## src/rtl/fp_instr_decoder.sv

```systemverilog
// F/D-extension instruction decoder with a registered output stage and one skid entry.
// Optional FP_ILLEGAL_CNT_EN adds a saturating 16-bit count of accepted illegal FP instructions.
module fp_instr_decoder #(
   parameter int unsigned RVF = 1
) (
   input  logic        clk_i,
   input  logic        rst_i,
   input  logic        flush_i,
   input  logic        in_valid_i,
   output logic        in_ready_o,
   input  logic [31:0] instr_i,
   input  logic [2:0]  frm_i,
   output logic        out_valid_o,
   input  logic        out_ready_i,
   output logic        is_fp_o,
   output logic        illegal_o,
   output logic [4:0]  op_o,
   output logic        fmt_o,
   output logic [2:0]  rm_o,
   output logic [4:0]  rs1_o,
   output logic [4:0]  rs2_o,
   output logic [4:0]  rs3_o,
   output logic [4:0]  rd_o,
   output logic        use_rs3_o,
   output logic [15:0] illegal_cnt_o
);

   localparam bit HAS_F = (RVF != 0);
   localparam bit HAS_D = (RVF == 2);

   localparam logic [4:0] OP_LOAD     = 5'd0;
   localparam logic [4:0] OP_STORE    = 5'd1;
   localparam logic [4:0] OP_MADD     = 5'd2;
   localparam logic [4:0] OP_ADD      = 5'd6;
   localparam logic [4:0] OP_SUB      = 5'd7;
   localparam logic [4:0] OP_MUL      = 5'd8;
   localparam logic [4:0] OP_DIV      = 5'd9;
   localparam logic [4:0] OP_SQRT     = 5'd10;
   localparam logic [4:0] OP_SGNJ     = 5'd11;
   localparam logic [4:0] OP_MINMAX   = 5'd12;
   localparam logic [4:0] OP_CMP      = 5'd13;
   localparam logic [4:0] OP_CVT_F2I  = 5'd14;
   localparam logic [4:0] OP_CVT_I2F  = 5'd15;
   localparam logic [4:0] OP_CVT_F2F  = 5'd16;
   localparam logic [4:0] OP_MV_F2X   = 5'd17;
   localparam logic [4:0] OP_CLASS    = 5'd18;
   localparam logic [4:0] OP_MV_X2F   = 5'd19;
   localparam logic [4:0] OP_NONE     = 5'd31;

   typedef struct packed {
      logic       is_fp;
      logic       illegal;
      logic [4:0] op;
      logic       fmt;
      logic [2:0] rm;
      logic [4:0] rs1;
      logic [4:0] rs2;
      logic [4:0] rs3;
      logic [4:0] rd;
      logic       use_rs3;
   } bundle_t;

   bundle_t    dec;
   bundle_t    out_q;
   bundle_t    skid_q;
   logic       out_valid_q;
   logic       skid_valid_q;
   logic       accept;
   logic       out_free;

   logic [6:0] opc;
   logic [2:0] f3;
   logic [4:0] f5;
   logic [1:0] fmt2;
   logic [4:0] rs2;
   logic [4:0] op_cls;
   logic       legal;
   logic       chk_rm;
   logic       fused;
   logic       fmt_bit;
   logic       ls_op;
   logic [2:0] rm_res;

   always_comb begin
      opc     = instr_i[6:0];
      f3      = instr_i[14:12];
      f5      = instr_i[31:27];
      fmt2    = instr_i[26:25];
      rs2     = instr_i[24:20];
      op_cls  = OP_NONE;
      legal   = 1'b1;
      chk_rm  = 1'b0;
      fused   = 1'b0;
      ls_op   = 1'b0;
      fmt_bit = fmt2[0];
      rm_res  = f3;
      dec     = '0;
      dec.is_fp = 1'b1;

      case (opc)
         7'b0000111, 7'b0100111: begin
            ls_op   = 1'b1;
            op_cls  = opc[5] ? OP_STORE : OP_LOAD;
            fmt_bit = f3[0];
            legal   = (f3 == 3'b010) || (f3 == 3'b011);
         end
         7'b1000011, 7'b1000111, 7'b1001011, 7'b1001111: begin
            fused  = 1'b1;
            chk_rm = 1'b1;
            op_cls = OP_MADD + {3'b000, opc[3:2]};
         end
         7'b1010011: begin
            case (f5)
               5'b00000: begin op_cls = OP_ADD; chk_rm = 1'b1; end
               5'b00001: begin op_cls = OP_SUB; chk_rm = 1'b1; end
               5'b00010: begin op_cls = OP_MUL; chk_rm = 1'b1; end
               5'b00011: begin op_cls = OP_DIV; chk_rm = 1'b1; end
               5'b01011: begin
                  op_cls = OP_SQRT;
                  chk_rm = 1'b1;
                  legal  = (rs2 == 5'd0);
               end
               5'b00100: begin op_cls = OP_SGNJ;   legal = (f3 <= 3'd2); end
               5'b00101: begin op_cls = OP_MINMAX; legal = (f3 <= 3'd1); end
               5'b10100: begin op_cls = OP_CMP;    legal = (f3 <= 3'd2); end
               5'b11000: begin
                  op_cls = OP_CVT_F2I;
                  chk_rm = 1'b1;
                  legal  = (rs2 <= 5'd1);
               end
               5'b11010: begin
                  op_cls = OP_CVT_I2F;
                  chk_rm = 1'b1;
                  legal  = (rs2 <= 5'd1);
               end
               5'b01000: begin
                  op_cls = OP_CVT_F2F;
                  chk_rm = 1'b1;
                  legal  = HAS_D && (rs2 == {4'b0000, ~fmt2[0]});
               end
               5'b11100: begin
                  if (f3 == 3'b000) begin
                     op_cls = OP_MV_F2X;
                     legal  = (rs2 == 5'd0) && (fmt2 == 2'b00);
                  end else if (f3 == 3'b001) begin
                     op_cls = OP_CLASS;
                     legal  = (rs2 == 5'd0);
                  end else begin
                     legal  = 1'b0;
                  end
               end
               5'b11110: begin
                  op_cls = OP_MV_X2F;
                  legal  = (f3 == 3'b000) && (rs2 == 5'd0) && (fmt2 == 2'b00);
               end
               default: legal = 1'b0;
            endcase
         end
         default: dec.is_fp = 1'b0;
      endcase

      // Double-width operands need the D extension; fmt 10/11 are reserved.
      if (!ls_op && fmt2[1])
         legal = 1'b0;
      if (fmt_bit && !HAS_D)
         legal = 1'b0;
      if (!HAS_F)
         legal = 1'b0;

      if (chk_rm) begin
         if (f3 == 3'b101 || f3 == 3'b110)
            legal = 1'b0;
         if (f3 == 3'b111) begin
            rm_res = frm_i;
            if (frm_i >= 3'b101)
               legal = 1'b0;
         end
      end

      dec.illegal = dec.is_fp && !legal;
      dec.op      = (dec.is_fp && legal) ? op_cls : OP_NONE;
      dec.use_rs3 = dec.is_fp && legal && fused;
      dec.fmt     = fmt_bit;
      dec.rm      = rm_res;
      dec.rs1     = instr_i[19:15];
      dec.rs2     = rs2;
      dec.rs3     = f5;
      dec.rd      = instr_i[11:7];
   end

   assign in_ready_o = !skid_valid_q;
   assign accept     = in_valid_i && !skid_valid_q;
   assign out_free   = !out_valid_q || out_ready_i;

   always_ff @(posedge clk_i) begin
      if (rst_i) begin
         out_valid_q  <= 1'b0;
         skid_valid_q <= 1'b0;
         out_q        <= '0;
         skid_q       <= '0;
      end else if (flush_i) begin
         out_valid_q  <= 1'b0;
         skid_valid_q <= 1'b0;
      end else if (out_free) begin
         // A valid skid entry implies in_ready was low, so nothing new arrives this cycle.
         if (skid_valid_q) begin
            out_q        <= skid_q;
            out_valid_q  <= 1'b1;
            skid_valid_q <= 1'b0;
         end else if (accept) begin
            out_q       <= dec;
            out_valid_q <= 1'b1;
         end else begin
            out_valid_q <= 1'b0;
         end
      end else if (accept) begin
         skid_q       <= dec;
         skid_valid_q <= 1'b1;
      end
   end

`ifdef FP_ILLEGAL_CNT_EN
   logic [15:0] illegal_cnt_q;

   always_ff @(posedge clk_i) begin
      if (rst_i)
         illegal_cnt_q <= '0;
      else if (accept && !flush_i && dec.illegal && illegal_cnt_q != 16'hFFFF)
         illegal_cnt_q <= illegal_cnt_q + 16'd1;
   end

   assign illegal_cnt_o = illegal_cnt_q;
`else
   assign illegal_cnt_o = '0;
`endif

   assign out_valid_o = out_valid_q;
   assign is_fp_o     = out_q.is_fp;
   assign illegal_o   = out_q.illegal;
   assign op_o        = out_q.op;
   assign fmt_o       = out_q.fmt;
   assign rm_o        = out_q.rm;
   assign rs1_o       = out_q.rs1;
   assign rs2_o       = out_q.rs2;
   assign rs3_o       = out_q.rs3;
   assign rd_o        = out_q.rd;
   assign use_rs3_o   = out_q.use_rs3;

endmodule

```

## config.mk

```make
export PLATFORM = sky130hd
export DESIGN_NAME = fp_instr_decoder
export DESIGN_NICKNAME = d
export VERILOG_FILES = /design/src/rtl/fp_instr_decoder.sv
export SDC_FILE = /design/constraint.sdc
export NUM_CORES = 1
export LEC_CHECK = 0
export ABC_AREA = 0
export ABC_CLOCK_PERIOD_IN_PS = 4900
export CORE_MARGIN = 8
export CORE_UTILIZATION = 50
export DETAILED_ROUTE_END_ITERATION = 6
export DONT_BUFFER_PORTS = 1
export PLACE_DENSITY = 0.62
export SLEW_MARGIN = 40
export SYNTH_ARGS = -nofsm -noshare
export SYNTH_HDL_FRONTEND = slang
export SYNTH_SLANG_ARGS = --single-unit
```

## constraint.sdc

```tcl
create_clock -name clk_i -period 4.9 [get_ports clk_i]
set_clock_uncertainty 0.15 [all_clocks]
set_input_delay 0.735 -clock clk_i [delete_from_list [all_inputs] [get_ports clk_i]]
set_output_delay 0.735 -clock clk_i [all_outputs]
set_load 0.01 [all_outputs]
```

* Yosys cells after proc, flatten, opt, wreduce, memory -nomap -nowiden
Cells that the tools add are included.
** Word-level totals
- Flip-flop bits (word level) :: 66
- Input port bits :: 40
- Output and inout port bits :: 50
- Logic and storage cells :: 113
** Operators by class
- $add $sub $neg :: 1
- Magnitude comparators :: 4
- Equality and inequality tests :: 25
- Muxes and demuxes :: 28
- Bitwise operators :: 2
- Reductions and logical operators :: 31
** Operator list (count)
- one-hot mux 5 bit (13 select lines) :: 1
- 2-to-1 mux 32 bit :: 2
- equality test 7 bit (second input constant) :: 5
- equality test 5 bit (second input constant) :: 5
- 2-to-1 mux 1 bit :: 16
- one-hot mux 5 bit (3 select lines) :: 1
- equality test 5 x 2 -> 1 bit (second input constant) :: 2
- equality test 5 x 3 -> 1 bit (second input constant) :: 2
- equality test 5 x 4 -> 1 bit (second input constant) :: 2
- zero test 5 bit :: 2
- equality test 3 bit (second input constant) :: 3
- logical AND 1 bit :: 8
- 2-to-1 mux 4 bit :: 2
- OR reduction 2 bit :: 4
- OR reduction 4 bit :: 2
- OR reduction 8 bit :: 1
- equality test 7 x 3 -> 1 bit (second input constant) :: 1
- equality test 7 x 6 -> 1 bit (second input constant) :: 1
- one-hot mux 1 bit (7 select lines) :: 1
- OR reduction 7 bit :: 1
- equality test 3 x 2 -> 1 bit (second input constant) :: 2
- 2-to-1 mux 3 bit :: 2
- AND reduction 3 bit :: 2
- equality test 5 x 1 -> 1 bit (second input constant) :: 1
- other kinds (15) :: 22

* Depth between registers and ports, before layout
Gate-level depths: netlist of run 1.
- Depth after elaboration :: 15
- Mapped depth :: 8

* Worst setup path before layout of run 1
Ideal clock, no wire load.
- Kind :: input to register
- Start :: input port instr_i[14]
- End :: register out_q, in the netlist use_rs3_o
- Arrival time :: 2346 ps
- Required time :: 4680 ps
- Setup slack :: 2334 ps
- Cell stages on the path :: 6
- Path buffers :: 1
- Cells stage by stage :: buf_2 > or3_1 > o32a_1 > a311o_1 > or4_1 > a21oi_1
** Between the ends
- Cells in the longest elaborated chain, start to end :: 15
** Ends and longest elaborated chain
- from (decl) :: line 11 : input logic [31:0] instr_i,
- equality test 3 x 1 -> 1 bit / zero test 3 bit (equally long branches) :: line 145, 142, 154
- 2-to-1 mux 1 bit / logical AND 1 bit (equally long branches) :: line 145, 154
- 2-to-1 mux 1 bit / logical AND 1 bit (equally long branches) :: line 142, 154
- one-hot mux 1 bit (7 select lines) :: line 113 : case (f5)
- one-hot mux 1 bit (2 select lines) :: line 100 : case (opc)
- 2-to-1 mux 1 bit :: line 163 : if (!ls_op && fmt2[1])
- 2-to-1 mux 1 bit :: line 165 : if (fmt_bit && !HAS_D)
- 2-to-1 mux 1 bit :: line 171 : if (f3 == 3'b101 || f3 == 3'b110)
- 2-to-1 mux 1 bit :: line 175 : if (frm_i >= 3'b101)
- 2-to-1 mux 1 bit :: line 173 : if (f3 == 3'b111) begin
- 2-to-1 mux 1 bit (*) :: line 170 : if (chk_rm) begin
- logical AND 1 bit (*) (2 in series) :: line 182 : dec.use_rs3 = dec.is_fp && legal && fused;
- 2-to-1 mux 32 bit (*) :: line 210 : end else if (accept) begin
- 2-to-1 mux 32 bit (*) :: line 206 : if (skid_valid_q) begin
- to (signal assigned) :: line 207 : out_q <= skid_q;
- to (decl) :: line 64 : bundle_t out_q;
Every way passes the cells marked *; elsewhere a longest branch is shown, timed or not. The select of a mux whose other input is x is not followed.
A chain may end at the register's enable or synchronous reset.

* Worst setup path after layout of run 1
- Start :: input port instr_i[21]
- End :: register out_q, in the netlist op_o[2]
** Between the ends
- Cells in the longest elaborated chain, start to end :: 15
** Ends and longest elaborated chain
- parallel branches: the longest is 3 deep, another holds less-or-equal comparator 5 x 1 -> 1 bit
- one-hot mux 1 bit (7 select lines) (*) :: line 113
- one-hot mux 1 bit (2 select lines) (*) :: line 100
- 2-to-1 mux 1 bit (*) :: line 163
- 2-to-1 mux 1 bit (*) :: line 165
- 2-to-1 mux 1 bit :: line 171
- 2-to-1 mux 1 bit :: line 175
- 2-to-1 mux 1 bit :: line 173
- 2-to-1 mux 1 bit (*) :: line 170
- logical AND 1 bit (*) :: line 181 : dec.op = (dec.is_fp && legal) ? op_cls : OP_NONE;
- 2-to-1 mux 5 bit (*) :: line 181
- 2-to-1 mux 32 bit (*) :: line 210
- 2-to-1 mux 32 bit (*) :: line 206
Every way passes the cells marked *. The select of a mux whose other input is x is not followed.

==> results of run 1 <==
through the flow:
stage | hold WS, ns | setup slack (ns) | utilization, % | power, mW
finish | 0.296 | 2.20 | 53.2 | 1.25
global route | 0.298 | 2.02 | 53.2 | 1.29
CTS | 0.287 | 2.20 | 53.2 | 1.27
detailed placement | 0.289 | 1.84 | 49.3 | 0.679
global placement | 0.285 | 1.92 | 49.1 | 0.678
floorplan | 0.282 | 2.33 | - | 0.685
registers in the layout, indices dropped and copies added (netlist names), 3 cells and up:
register	flops
rd_o	5
rs2_o	5
rs1_o	5
rm_o	3
op_o	5
rs3_o	5
skid_q	32
report_power, final:
group	internal [mW]	switching (mW)
Clock	0.371	0.218
Sequential	0.557	0.0249
Combinational	0.0344	0.0495
Total	0.962	0.292
synthesized netlist by cell type, types with 2 or more instances:
cell type and n:
a211oi_1 25, a21boi_0 2, a21o_1 2, a21oi_1 41, a31oi_1 7, and2_1 4, and3_1 4, buf_2 4
buf_4 17, clkbuf_1 27, dfxtp_1 66, inv_1 6, mux2i_1 22, nand2_1 55, nand2b_1 3, nand3_1 6
nand3b_1 2, nor2_1 36, nor2b_1 8, nor3_1 6, nor3b_1 2, nor4_1 3, nor4b_1 4, o2111ai_1 4
o211a_1 2, o211ai_1 4, o21ai_0 28, o21bai_1 2, o22ai_1 3, o311ai_0 3, o31ai_1 2, or3_1 3
cells by family (layout without fill, tap and decap cells):
family,count (synthesis),after routing,share of synthesized area (%)
buffers and inverters,56,24,8.55
other,1,16,0.112
multiplexers,23,23,6.91
flip-flops,66,66,39.4
AO/OA/AOI/OAI,133,133,25.1
AND/OR/NAND/NOR,141,141,19.9
how the worst max path moves through the flow:
stage                 to
3_3_place_gp     op_o[4]
4_1_cts          op_o[4]
5_1_grt          op_o[4]
6_report         op_o[2]
2_1_floorplan  use_rs3_o
3_5_place_dp     op_o[2]
critical path: stages:
cell and delay (ns):
nor4_1 0.65, nand4_1 0.16, o32a_1 0.31, a311o_1 0.36, o31ai_1 0.40, o211ai_1 0.14
per-layer routing:
metal	wire length [um]	up-vias	track usage, %
li1	-	1436	-
met1	3640	1373	21.4
met2	3810	90	26.2
met3	802	13	6.69
met4	145	0	7.55
met5	0	-	0
cell type report:
cell class	count	area, sq um	share of cell area (%)
Clock inverter	5	106	3.01
Multi-Input combinational cell	313	1810	51.3
Inverter	6	22.5	0.638
Sequential cell	66	1330	37.5
Tap cell	80	100	2.83
Clock buffer	11	153	4.32
Timing Repair Buffer	2	15.0	0.425
==> flow_summary.yaml, run 1 <==
setup_path:
  end_kind: "flip-flop"
  reg2reg_to: "illegal_o"
  worstReg2RegStart: "skid_valid_q"
  crit_fanout: 7
  arrival_ns: 2.76
  crit_path_start: "instr_i[21]"
  cp-start-kind: "input port"
  rrSetupSlack_ns: 2.37
  cp.required_ns: 4.96
  r2r_cells: 5
  critPathKind: "in2reg"
grt:
  grt_use_total_pct: 17.4
  grt_max_degree: 57
  grt_pass1_wl_mm: 13.7
  grt_pass1_vias: 2554
  grt_overflow: 0
  antenna_found_initial: 0
sta:
  fin_setup_tns_ns: 0
  report.final.slew_viol_count: 0
  period_share_pct: 55.1
  setup_viol: 0
  report.final.hold_viol_count: 0
  relSlewSlack_pct: 50.2
  rsz0062_at_grt: "false"
  fin_crit_ns: 2.70
  max_clock_freq_ghz: 0.370
  tightestPinTransition_ns: 0.740
place:
  portBuffers: 0
  dp_cells: 467
  placed_cell_area_sq_mm: 0.00327
  gp_congestion: 0.816
  hpwl_mm: 5.65
worst_hold_path:
  worstHoldStart: "skid_q[30]"
  min_path_type: "reg2reg"
  min_path_cells: 2
  hold_path_end: "skid_q[30]"
synth:
  synth_top_area_share_pct: 39.4
  yosysWarningCount: 0
  syn_area_sq_mm: 0.00335
  ys_seq_area_share_pct: 39.4
  ys.flop_type: "dfxtp_1"
  synth_edf_count: 0
  synth.avg_cell_area_sq_um: 7.98
  synth_seq_cells: 66
  yosysTopAreaCell: "dfxtp_1"
  synth.area.top_cells: "dfxtp_1, mux2i_1, nand2_1"
  synthArstFlopShare_pct: 0
  synthDistinctLibCells: 49
  netlist_instances: 420
floorplanning:
  die_h_um: 97.9
  coreArea_sq_mm: 0.00664
  fp.dieW_um: 97.9
  start_util_pct: 50.4
  dieArea_sq_mm: 0.00958
  rows: 30
  pin_count: 90
route:
  avgRoutedWirePerCell_um: 17.4
  vias: 2912
  drt_iter0_markers: 249
  ant_nets: 0
  vias_per_cell: 6.03
  remaining_drc_errors: 0
  drt_pre_antenna_iters: 4
  finalWirelength_mm: 8.40
clocking:
  hold_buffers: 0
  postCtsSetupRepairBufs: 0
  cts.path.max_buffers: 2
  cts.sinks: 66
  cts_made_buffers: 9
  cts_resized: 0
  root_buffer: "clkbuf_8"
  cts_tree: "done"
  cts_max_level: 3
  clkLatencyLatePin_ns: 0.34
  clk_pin_slew_worst_paths_ns: 0.07
pwr:
  power.density_mw_per_mm2: 355
  leakagePower_nw: 1.19
  ir_drop_mv: 0.137
cells_and_area:
  final_common_cell: "dfxtp_1"
  num_antenna_cells: 0
  finalNetCount: 438
  final_area_sq_mm: 0.00353
  nFillCells: 640
  synthToLayoutAreaGrowth_pct: 5.41
  layout-drive-gt1-share_pct: 5.96
  layout_common_cells: "dfxtp_1, nand2_1, a21oi_1"
  layoutNonFillerInstCount: 483
flow_run:
  cap_violations: 0
status:
  status: "complete, no violations"
Power figures use the tool's default switching activity.
==> inputs of run 2 (changes only) <==
- ABC_CLOCK_PERIOD_IN_PS: 4900 -> 2650
- clock period: 4.9 -> 2.65 ns (I/O delays scaled with it)
==> flow_summary.yaml, run 2 (same netlist as run 1, synthesis figures left out) <==
clocking:
  cts.sinks: 66
  cts_tree: "done"
  clk_pin_slew_worst_paths_ns: 0.07
  clkLatencyLatePin_ns: 0.34
  cts_max_level: 3
  root_buffer: "clkbuf_8"
  cts.path.max_buffers: 2
  cts_made_buffers: 9
floorplanning:
  rows: 30
  dieArea_sq_mm: 0.00958
  die_h_um: 97.9
  pin_count: 90
  start_util_pct: 50.4
  coreArea_sq_mm: 0.00664
  fp.dieW_um: 97.9
status:
  status: "complete, no violations"
grt:
  met3_usage_pct: 6.76
  grt_pass1_wl_mm: 13.9
  top_usage_layer: "met2"
  grt_use_total_pct: 17.8
  use_met1_pct: 22.4
  grt_max_degree: 50
  antenna_found_initial: 0
  grt_overflow: 0
  grt_util_met2_pct: 26.3
  grt_pass1_vias: 2656
sta:
  tightestPinTransition_ns: 0.567
  report.final.slew_viol_count: 0
  relSlewSlack_pct: 62.2
  fin_ws_ns: 0.573
  period_share_pct: 78.4
  max_clock_freq_ghz: 0.482
  rsz0062_at_grt: "false"
  fin_crit_ns: 2.08
  fin_setup_tns_ns: 0
  report.final.hold_viol_count: 0
  setup_viol: 0
worst_hold_path:
  min_path_type: "in2reg"
  worstHoldStart: "rst_i"
setup_path:
  crit_fanout: 7
  cp-start-kind: "input port"
  critPathKind: "in2reg"
  arrival_ns: 2.13
  end_kind: "flip-flop"
  cp.required_ns: 2.70
  crit_path_start: "instr_i[21]"
  worstReg2RegStart: "out_valid_o"
route:
  avgRoutedWirePerCell_um: 17.4
  vias_per_cell: 5.84
  ant_nets: 0
  remaining_drc_errors: 0
  drt_pre_antenna_iters: 4
  finalWirelength_mm: 8.63
  vias: 2901
  drt_iter0_markers: 177
cells_and_area:
  final_area_sq_mm: 0.00361
  largest_register: "skid_q"
  finalNetCount: 452
  final_common_cell: "dfxtp_1"
  layout-drive-gt1-share_pct: 7.91
  synthToLayoutAreaGrowth_pct: 7.73
  layout_common_cells: "dfxtp_1, nand2_1, a21oi_1"
  largest_register_ffs: 32
  num_antenna_cells: 0
pwr:
  p_switching_mw: 0.531
  pwr-share-seq_pct: 49.7
  p_int_mw: 1.64
  power.share.combinational_pct: 8.6
  leakagePower_nw: 1.26
  p_clk_share_pct: 41.7
  ir_drop_mv: 0.232
  switching_share_pct: 24.5
  power.density_mw_per_mm2: 600
flow_run:
  cap_violations: 0
place:
  preCtsSetupSlack_ns: 0.224
  gp_congestion: 0.893
  placed_cell_area_sq_mm: 0.00336
  hpwl_mm: 5.94
  portBuffers: 0
run 2: cell count changes in the layout (fill, tap and decap cells not counted), moves of 2 or more:
cell / previous run / this run
buf_12: 0 / 2
buf_4: 2 / 12
clkinv_2: 0 / 2
dlygate4sd3_1: 0 / 2
run 2: layout make-up:
class / count / area (sq um)
clock buffer: 11 / 131
clock inverter: 5 / 78.8
fill: 650 / 3030
inverter: 6 / 22.5
multi-input combinational: 313 / 1800
sequential: 66 / 1320
tap: 80 / 100
timing repair buffer: 16 / 150
run 2: routing by layer:
metal | vias up | routed length, um
met5 | - | 0
met4 | 0 | 141
met2 | 95 | 3930
met3 | 15 | 738
li1 | 1460 | -
met1 | 1331 | 3820
run 2: final timing paths:
path	slack, ns	depth (start not counted)	to
max	0.57	7	op_o[4]
min	0.02	1	op_o[1]
max reg2reg	0.70	6	op_o[4]
min reg2reg	0.30	2	skid_q[12]
run 2: repair_timing:
| item | CTS | global route |
|---|---|---|
| hold endpoints to repair | 49 | 0 |
| hold buffers | 3 | 0 |
| setup buffers | 0 | 0 |
| resized for setup | 0 | 0 |
run 2: power groups by stage:
stage / sequential (mW) / clock [mW] / combinational, mW
floorplan: 1.09 / 0 / 0.179
global placement: 1.10 / 0 / 0.164
detailed placement: 1.10 / 0 / 0.166
CTS: 1.08 / 0.928 / 0.185
global route: 1.08 / 0.979 / 0.209
finish: 1.08 / 0.905 / 0.185
run 2: through the flow:
stage	total power, mW	utilization (%)	std cells	hold slack, ns
final	2.17	54.3	497	0.0219
after global routing	2.27	54.3	497	0.00469
after CTS	2.19	54.3	497	0.00496
after detailed placement	1.27	50.6	478	0.291
after global placement	1.26	50.6	478	0.285
after floorplan	1.27	-	435	0.282
run 2: worst max-delay path, cell delays in order:
cell     delay, ns
nor4_1        0.28
buf_4         0.19
nand4_1       0.10
o32a_1        0.29
a311o_1       0.34
o31ai_1       0.39
o21ai_0       0.14
==> inputs of run 3 (changes only) <==
- ABC_CLOCK_PERIOD_IN_PS: 2650 -> 2100
- clock period: 2.65 -> 2.1 ns (I/O delays scaled with it)
==> flow_summary.yaml, run 3 (same netlist as run 1, synthesis figures left out) <==
route:
  drt_iter0_markers: 237
  finalWirelength_mm: 9.17
  drt_pre_antenna_iters: 4
  avgRoutedWirePerCell_um: 17.6
  ant_nets: 0
  remaining_drc_errors: 0
  vias: 3084
  vias_per_cell: 5.91
status:
  status: "complete, no violations"
grt:
  grt_pass1_wl_mm: 14.6
  grt_pass1_vias: 2810
  antenna_found_initial: 0
  grt_overflow: 0
  grt_max_degree: 55
  grt_use_total_pct: 18.7
setup_path:
  critPathKind: "in2reg"
  crit_fanout: 7
  cp.required_ns: 2.16
  end_kind: "flip-flop"
  worstReg2RegStart: "out_valid_o"
  crit_path_start: "instr_i[21]"
  arrival_ns: 2.06
  cp-start-kind: "input port"
  crit_end: "op_o[2]"
  reg2reg_to: "illegal_o"
  rrSetupSlack_ns: 0.18
  r2r_cells: 6
cells_and_area:
  nFillCells: 615
  final_common_cell: "dfxtp_1"
  largest_register_ffs: 32
  synthToLayoutAreaGrowth_pct: 15.8
  largest_register: "skid_q"
  layout_common_cells: "dfxtp_1, nand2_1, a21oi_1"
  layout-drive-gt1-share_pct: 8.82
  num_antenna_cells: 0
  final_util_pct: 58.4
  regArea_sq_mm: 0.00132
  final_area_sq_mm: 0.00388
  finalNetCount: 477
  multiInputGateArea_sq_mm: 0.00180
clocking:
  cts_tree: "done"
  cts.sinks: 66
  clk_pin_slew_worst_paths_ns: 0.08
  cts.path.max_buffers: 2
  cts_resized: 0
  cts_made_buffers: 9
  root_buffer: "clkbuf_8"
  clkLatencyLatePin_ns: 0.34
  cts_max_level: 3
floorplanning:
  rows: 30
  pin_count: 90
  fp.dieW_um: 97.9
  dieArea_sq_mm: 0.00958
  coreArea_sq_mm: 0.00664
  start_util_pct: 50.4
  die_h_um: 97.9
sta:
  setup_viol: 0
  fin_crit_ns: 2.00
  period_share_pct: 95.2
  report.final.hold_viol_count: 0
  max_clock_freq_ghz: 0.500
  report.final.slew_viol_count: 0
  rsz0062_at_grt: "false"
worst_hold_path:
  worstHoldStart: "out_ready_i"
  min_path_type: "in2reg"
place:
  hpwl_mm: 5.88
  gp_congestion: 0.929
  placed_cell_area_sq_mm: 0.00340
  portBuffers: 0
pwr:
  leakagePower_nw: 1.37
  ir_drop_mv: 0.376
  power.density_mw_per_mm2: 757
flow_run:
  cap_violations: 0
[run 3: cell type report]
cell class              instances  share of cell area [%]
clock inverters                 6                    2.97
repair buffers                 41                    10.0
flip-flops and latches         66                    34.1
clock buffers                  10                    3.29
well taps                      80                    2.58
multi-input cells             313                    46.5
inverters                       6                   0.580
[run 3: timing repair]
| action | 4_1_cts | 5_1_grt |
|---|---|---|
| endpoints found under the hold margin | 53 | 0 |
| hold buffers | 23 | 0 |
| setup buffers | 0 | 0 |
[run 3: how the worst min path moves through the flow]
stage	to	depth (start not counted)
6_report	skid_valid_q	2
4_1_cts	skid_valid_q	2
3_3_place_gp	skid_q[23]	1
3_5_place_dp	skid_q[23]	1
2_1_floorplan	out_valid_o	1
5_1_grt	skid_valid_q	2
[run 3: metal layers]
metal  track usage, %  vias to the layer above  wire [um]
li1                 -                     1515          -
met1             23.1                     1474       4070
met2             29.9                       89       4320
met3             6.47                        6        708
met4             5.88                        0         69
met5                0                        -          0
[run 3: through the flow]
stage                     total power [mW]  instances  hold slack (ns)  worst slack (ns)  TNS (ns)
after CTS                             2.95        522           0.0102             0.113         0
after detailed placement              1.60        483            0.243            -0.239     -1.86
after floorplan                       1.60        435            0.243           -0.0461   -0.0636
after global placement                1.60        483            0.241            -0.229     -1.59
after global routing                  3.04        522           0.0143            0.0127         0
final                                 2.94        522           0.0181             0.101         0
[run 3: worst max-delay path, cell delays in order]
cell and delay, ns:
nor4_1 0.28, buf_4 0.19, nand4_1 0.10, o32a_1 0.30, a311o_1 0.36, o31ai_1 0.37
o211ai_1 0.14
[run 3: where the power goes]
group / internal (mW) / switching, mW / total, mW
registers: 1.30 / 0.0572 / 1.36
clock network: 0.793 / 0.512 / 1.31
logic: 0.123 / 0.150 / 0.273
